### config.mk
export PLATFORM = sky130hd
export DESIGN_NAME = ccsds123_frame_ctrl
export DESIGN_NICKNAME = d
export VERILOG_FILES = /design/src/rtl/ccsds123_pkg.sv /design/src/rtl/ccsds123_skid_buf.sv /design/src/rtl/ccsds123_frame_ctrl.sv
export SDC_FILE = /design/constraint.sdc
export NUM_CORES = 1
export LEC_CHECK = 0
export BUFFER_PORTS_ARGS = -buffer_cell sky130_fd_sc_hd__buf_2
export CORE_ASPECT_RATIO = 1.75
export CORE_UTILIZATION = 30
export DETAILED_ROUTE_END_ITERATION = 10
export PLACE_DENSITY = 0.45
export SLEW_MARGIN = 25
export SYNTH_ARGS = -nofsm -noshare
export SYNTH_HDL_FRONTEND = slang
export SYNTH_HIERARCHICAL = 1
export SYNTH_SLANG_ARGS = --single-unit
export TNS_END_PERCENT = 100
### constraint.sdc
create_clock -name clk -period 6.4 [get_ports clk]
set_clock_uncertainty 0.05 [all_clocks]
set_input_delay 1.92 -clock clk [delete_from_list [all_inputs] [get_ports clk]]
set_output_delay 1.92 -clock clk [all_outputs]
set_load 0.01 [all_outputs]
### src/rtl/ccsds123_pkg.sv
// Shared types and helpers for the CCSDS-123 frame controller slice.
package ccsds123_pkg;

  typedef enum logic [1:0] {
    ST_IDLE  = 2'd0,
    ST_RUN   = 2'd1,
    ST_DRAIN = 2'd2
  } state_e;

  function automatic int ceil_div(input int num, input int den);
    return (num + den - 1) / den;
  endfunction

endpackage

### src/rtl/ccsds123_skid_buf.sv
// Two-entry skid buffer: registered output, upstream ready depends only on local state.
module ccsds123_skid_buf #(
  parameter int WIDTH = 8
) (
  input  logic             clk,
  input  logic             aresetn,
  input  logic [WIDTH-1:0] in_data,
  input  logic             in_valid,
  output logic             in_ready,
  output logic [WIDTH-1:0] out_data,
  output logic             out_valid,
  input  logic             out_ready
);

  logic [WIDTH-1:0] skid_data;
  logic             skid_valid;
  logic             in_hs;
  logic             out_free;

  // Ready comes from the skid flag alone, so out_ready never reaches in_ready.
  assign in_ready = !skid_valid;
  assign in_hs    = in_valid && in_ready;
  assign out_free = !out_valid || out_ready;

  // NOTE: state registers use non-blocking assignments so every flop samples pre-edge values.
  always_ff @(posedge clk or negedge aresetn) begin
    if (!aresetn) begin
      out_valid  <= 1'b0;
      out_data   <= '0;
      skid_valid <= 1'b0;
    end else if (out_free) begin
      if (skid_valid) begin
        out_data   <= skid_data;
        out_valid  <= 1'b1;
        skid_valid <= 1'b0;
      end else begin
        out_valid <= in_hs;
        if (in_hs) out_data <= in_data;
      end
    end else if (in_hs) begin
      skid_valid <= 1'b1;
    end
  end

  // NOTE: skid_data needs no reset; it is only observed while skid_valid is set.
  always_ff @(posedge clk) begin
    if (in_hs && !out_free) skid_data <= in_data;
  end

endmodule

### src/rtl/ccsds123_frame_ctrl.sv
// Frames DMA sample beats into images for the CCSDS-123 compressor (tuser/tlast/tkeep tagging).
// Optional build macro CCSDS123_TLAST_CHECK_EN enables the sticky upstream-tlast mismatch flag.
module ccsds123_frame_ctrl
  import ccsds123_pkg::*;
#(
  parameter int PIPELINES = 3,
  parameter int D         = 16,
  parameter int NX        = 500,
  parameter int NY        = 500,
  parameter int NZ        = 100
) (
  input  logic                   clk,
  input  logic                   aresetn,
  input  logic                   enable,
  input  logic [PIPELINES*D-1:0] s_axis_tdata,
  input  logic                   s_axis_tvalid,
  output logic                   s_axis_tready,
  input  logic                   s_axis_tlast,
  output logic [PIPELINES*D-1:0] m_axis_tdata,
  output logic                   m_axis_tvalid,
  input  logic                   m_axis_tready,
  output logic                   m_axis_tlast,
  output logic [PIPELINES-1:0]   m_axis_tkeep,
  output logic                   m_axis_tuser,
  output logic [15:0]            frame_count,
  output logic                   busy,
  output logic                   err_tlast,
  input  logic                   err_clear
);

  localparam int TOTAL = NX * NY * NZ;
  localparam int BEATS = ceil_div(TOTAL, PIPELINES);
  localparam int REM   = TOTAL % PIPELINES;
  localparam int CW    = $clog2(BEATS + 1);
  localparam int BW    = PIPELINES * D + PIPELINES + 2;

  localparam logic [CW-1:0]        LAST_IDX  = CW'(BEATS - 1);
  localparam logic [PIPELINES-1:0] ALL_KEEP  = '1;
  localparam logic [PIPELINES-1:0] LAST_KEEP = (REM == 0) ? ALL_KEEP : (ALL_KEEP >> (PIPELINES - REM));

  state_e               state, state_nxt;
  logic [CW-1:0]        beat_cnt;
  logic                 accept_en;
  logic                 buf_in_ready;
  logic                 in_hs;
  logic                 first_flag;
  logic                 last_flag;
  logic [PIPELINES-1:0] keep_in;
  logic [BW-1:0]        buf_in;
  logic [BW-1:0]        buf_out;
  logic                 m_last_hs;
  logic                 tail_pending;
  logic                 drain_done;

  assign first_flag = (beat_cnt == '0);
  assign last_flag  = (beat_cnt == LAST_IDX);
  assign keep_in    = last_flag ? LAST_KEEP : ALL_KEEP;
  assign buf_in     = {first_flag, last_flag, keep_in, s_axis_tdata};

  // A new image only starts while enabled; once stopping, only the open image is completed.
  always_comb begin
    accept_en = 1'b0;
    unique case (state)
      ST_RUN:   accept_en = enable || (beat_cnt != '0);
      ST_DRAIN: accept_en = (beat_cnt != '0);
      default:  accept_en = 1'b0;
    endcase
  end

  assign s_axis_tready = accept_en && buf_in_ready;
  assign in_hs         = s_axis_tvalid && s_axis_tready;

  ccsds123_skid_buf #(.WIDTH(BW)) u_skid (
    .clk       (clk),
    .aresetn   (aresetn),
    .in_data   (buf_in),
    .in_valid  (s_axis_tvalid && accept_en),
    .in_ready  (buf_in_ready),
    .out_data  (buf_out),
    .out_valid (m_axis_tvalid),
    .out_ready (m_axis_tready)
  );

  assign {m_axis_tuser, m_axis_tlast, m_axis_tkeep, m_axis_tdata} = buf_out;
  assign m_last_hs = m_axis_tvalid && m_axis_tready && m_axis_tlast;

  // The image is finished when no beat of a new one was taken and its tail has left downstream.
  assign drain_done = (beat_cnt == '0) && (!tail_pending || m_last_hs);

  always_ff @(posedge clk or negedge aresetn) begin
    if (!aresetn) begin
      state        <= ST_IDLE;
      beat_cnt     <= '0;
      tail_pending <= 1'b0;
      frame_count  <= '0;
    end else begin
      state <= state_nxt;
      if (in_hs) beat_cnt <= last_flag ? '0 : beat_cnt + 1'b1;
      if (in_hs && last_flag) tail_pending <= 1'b1;
      else if (m_last_hs)     tail_pending <= 1'b0;
      if (m_last_hs) frame_count <= frame_count + 16'd1;
    end
  end

  // NOTE: defaulting state_nxt first keeps this block free of inferred latches.
  always_comb begin
    state_nxt = state;
    unique case (state)
      ST_IDLE:  if (enable) state_nxt = ST_RUN;
      ST_RUN:   if (!enable) state_nxt = (m_last_hs && beat_cnt == '0) ? ST_IDLE : ST_DRAIN;
      ST_DRAIN: begin
        if (enable)          state_nxt = ST_RUN;
        else if (drain_done) state_nxt = ST_IDLE;
      end
      default:  state_nxt = ST_IDLE;
    endcase
  end

  assign busy = (state != ST_IDLE);

`ifdef CCSDS123_TLAST_CHECK_EN
  always_ff @(posedge clk or negedge aresetn) begin
    if (!aresetn)                                    err_tlast <= 1'b0;
    else if (in_hs && (s_axis_tlast != last_flag))   err_tlast <= 1'b1;
    else if (err_clear)                              err_tlast <= 1'b0;
  end
`else
  logic unused_tlast_inputs;
  assign unused_tlast_inputs = s_axis_tlast ^ err_clear;
  assign err_tlast           = 1'b0;
`endif

endmodule

==> results.toml <==
[status]
status = "complete, no violations"

[timing]
slew_headroom_pct = 44.6
slew_violations = 0
setup_viol = 0
max_slew.worst_pin.slew_ns = 0.831
rsz0062_at_grt = "false"
fin_hold_ws_ns = 0.427
layout_min_cycle_time_ns = 4.52
fmax_mhz = 221
hold_viol_final = 0
post-route-period-util_pct = 70.6
fin_ws_ns = 1.88
fin_tns_setup_ns = 0

[synthesis]
synth_ff_type = "dfrtp_1"
synthTopCellsByArea = "dfrtp_1, edfxtp_1, mux2_4, mux2_2, xor2_1"
synth_warnings = 6
synth.most_common_cell = "dfrtp_1"
yosys.area.top_type = "dfrtp_1"
yosys.area.top_type_share_pct = 35.4
ys_seq_area_share_pct = 58.7
ys_types = 45
syn_inst = 452
synth_edf_count = 53
synth_area_um2 = 6850
ys_ff_latch = 150
yosys-top-cells-count = "dfrtp_1, mux2_4, edfxtp_1"
async_flop_share_pct = 64.7
syn_area_per_cell_um2 = 15.2

[worst_hold_path]
hold_depth = 1
min_to = "frame_count[15]$_DFFE_PN0P_"
min_path_type = "register to register"
hold_start = "frame_count[15]$_DFFE_PN0P_"

[floorplan]
core_area_um2 = 22300
initial_utilization_pct = 30.8
die_y_um = 202
die_x_um = 116
ioPinCount = 128
num_rows = 72
dieArea_um2 = 23500

[worst_setup_path]
arrival_ns = 2.55
worstPathRequired_ns = 4.43
path_max_fanout = 6
cp-start-kind = "input port"
crit_buf_inv = 3
r2r_start = "beat_cnt[3]$_DFFE_PN0P_"
slowest_stage = "and3_1"
ff2ff_path_depth = 9
crit_type = "input port to output port"
r2r_end = "u_skid/out_data[12]$_DFFE_PN0P_"
critPathCaptureType = "output port"
critPathTopFamily = "buffers and inverters"
crit_top_cell = "buf_2"
rrSetupSlack_ns = 3.05
crit_chain = "buf_2 -> inv_1 -> a21oi_1 -> and3_1 -> buf_2"
cpPeakStageDelay_ns = 0.16

[grt]
grt_pass1_vias = 4536
top_usage_layer = "met2"
grt_max_degree = 57
grt_pass1_wl_mm = 24.2
met3_usage_pct = 3.63
globalRouteMet1Util_pct = 14.6
grt_overflow = 0
track_usage_pct = 13.7
antenna_found_initial = 0
grt_use_met2_pct = 24.5

[route]
routed_wl_mm = 14.9
firstDrtPassIters = 4
viasPerCell = 4.56
antenna_left = 0
wire_per_inst_um = 16.6
drt-initial-drc-count = 197
num_vias = 4085
drc_errors = 0

[power_and_ir_drop]
power_uw = 3230
p_per_area_nw_per_um2 = 387
leakagePower_uw = 0.00373
peakVddDrop_mv = 0.162

[cts]
cts_buffers = 17
cts_root_buf = "clkbuf_16"
clk_latency_ns = 0.42
clk_path_buf_depth = 2
postCtsSetupRepairBufs = 0
cts_resized = 0
cts_max_level = 4
cts.reportedPaths.clkPinSlew_ns = 0.06
cts_sinks = 150
cts_tree = "yes"
cts_hold_buf = 0

[place]
dp_cells = 863
globalplace.congestion = 0.810
port_buffers = 124
dpl.hpwl_mm = 9.97
post-place-ws_ns = 1.89

[final_layout]
area_delta_synth_final_pct = 22.0
drive_gt1_share_pct = 45.4
nets = 649
antennaDiodeCount = 0
post_layout_nonfiller_instances = 895

[run]
drv_cap = 0
==> worst register-to-register path, stage by stage, from the launching register on <==
cell and delay (ns):
dfrtp_1 0.44, or4_4 0.58, nor4_4 0.27, nand3_2 0.22, inv_1 0.20, a21oi_1 0.10, and3_1 0.22, o21a_4 0.43
buf_4 0.37, mux2_4 0.35
==> logic make-up after synthesis <==
family / share of synthesized area, %
fa+ha+maj: 1.46
buf+inv: 3.09
compound gates: 1.92
flops: 58.7
mux: 22.5
xor+xnor: 3.96
simple gates: 8.26
other cells: 0.110
==> layer usage <==
layer	part of all wire [%]	wire length, um
met3	4.0	600
met4	3.0	447
met5	0	0
met2	54	8040
met1	39	5780
==> through the flow <==
stage / cell area [um^2] / util [%]
floorplan: 6860 / -
global placement: 7730 / 34.7
CTS: 8350 / 37.5
detailed placement: 7730 / 34.7
global route: 8350 / 37.5
finish: 8350 / 37.5
==> how the worst max path moves through the flow <==
stage | start | endpoint | slack (ns) | cells past startpoint
after global routing | beat_cnt[3]$_DFFE_PN0P_ | s_axis_tready | 1.74 | 7
after CTS | beat_cnt[3]$_DFFE_PN0P_ | s_axis_tready | 1.86 | 7
after detailed placement | enable | s_axis_tready | 1.89 | 5
after floorplan | enable | u_skid/skid_data[0]$_DFFE_PP_ | 1.52 | 4
final | enable | s_axis_tready | 1.88 | 5
after global placement | enable | s_axis_tready | 1.87 | 5
==> cells in the final DEF (no fill, tap or decap), types with 4 or more instances in the layout <==
cell type  count
dfrtp_1       96
a21oi_1        4
xnor2_1       13
and3_1         5
nand2_1       16
ha_1           8
buf_2        123
edfxtp_1      53
clkbuf_1       5
o21ai_0        9
buf_4          5
nor2_1        28
nand3_1       23
inv_1         12
mux2_4        87
clkbuf_16     19
xor2_1        18
nand4_1        9
mux2_2        20
==> state kept, by name (all words and copies together) (netlist names) <==
name	flops
u_skid/out_valid	1
frame_count	16
beat_cnt	23
u_skid/out_data	53
tail_pending	1
u_skid/skid_valid	1
state	2
u_skid/skid_data	53
==> report_power, final <==
part	total [uW]	internal, uW	switching [uW]
registers	1310	1190	119
logic	867	490	377
clock network	1060	670	386
total	3230	2350	882
==> cell type report <==
class | instances | area [um^2]
Tap cell | 296 | 370
Clock inverter | 7 | 114
Inverter | 12 | 45.0
Sequential cell | 150 | 4020
Timing Repair Buffer | 128 | 653
Clock buffer | 25 | 508
Multi-Input combinational cell | 277 | 2640
Fill cell | 2183 | 13900
Power figures use the tool's default switching activity.
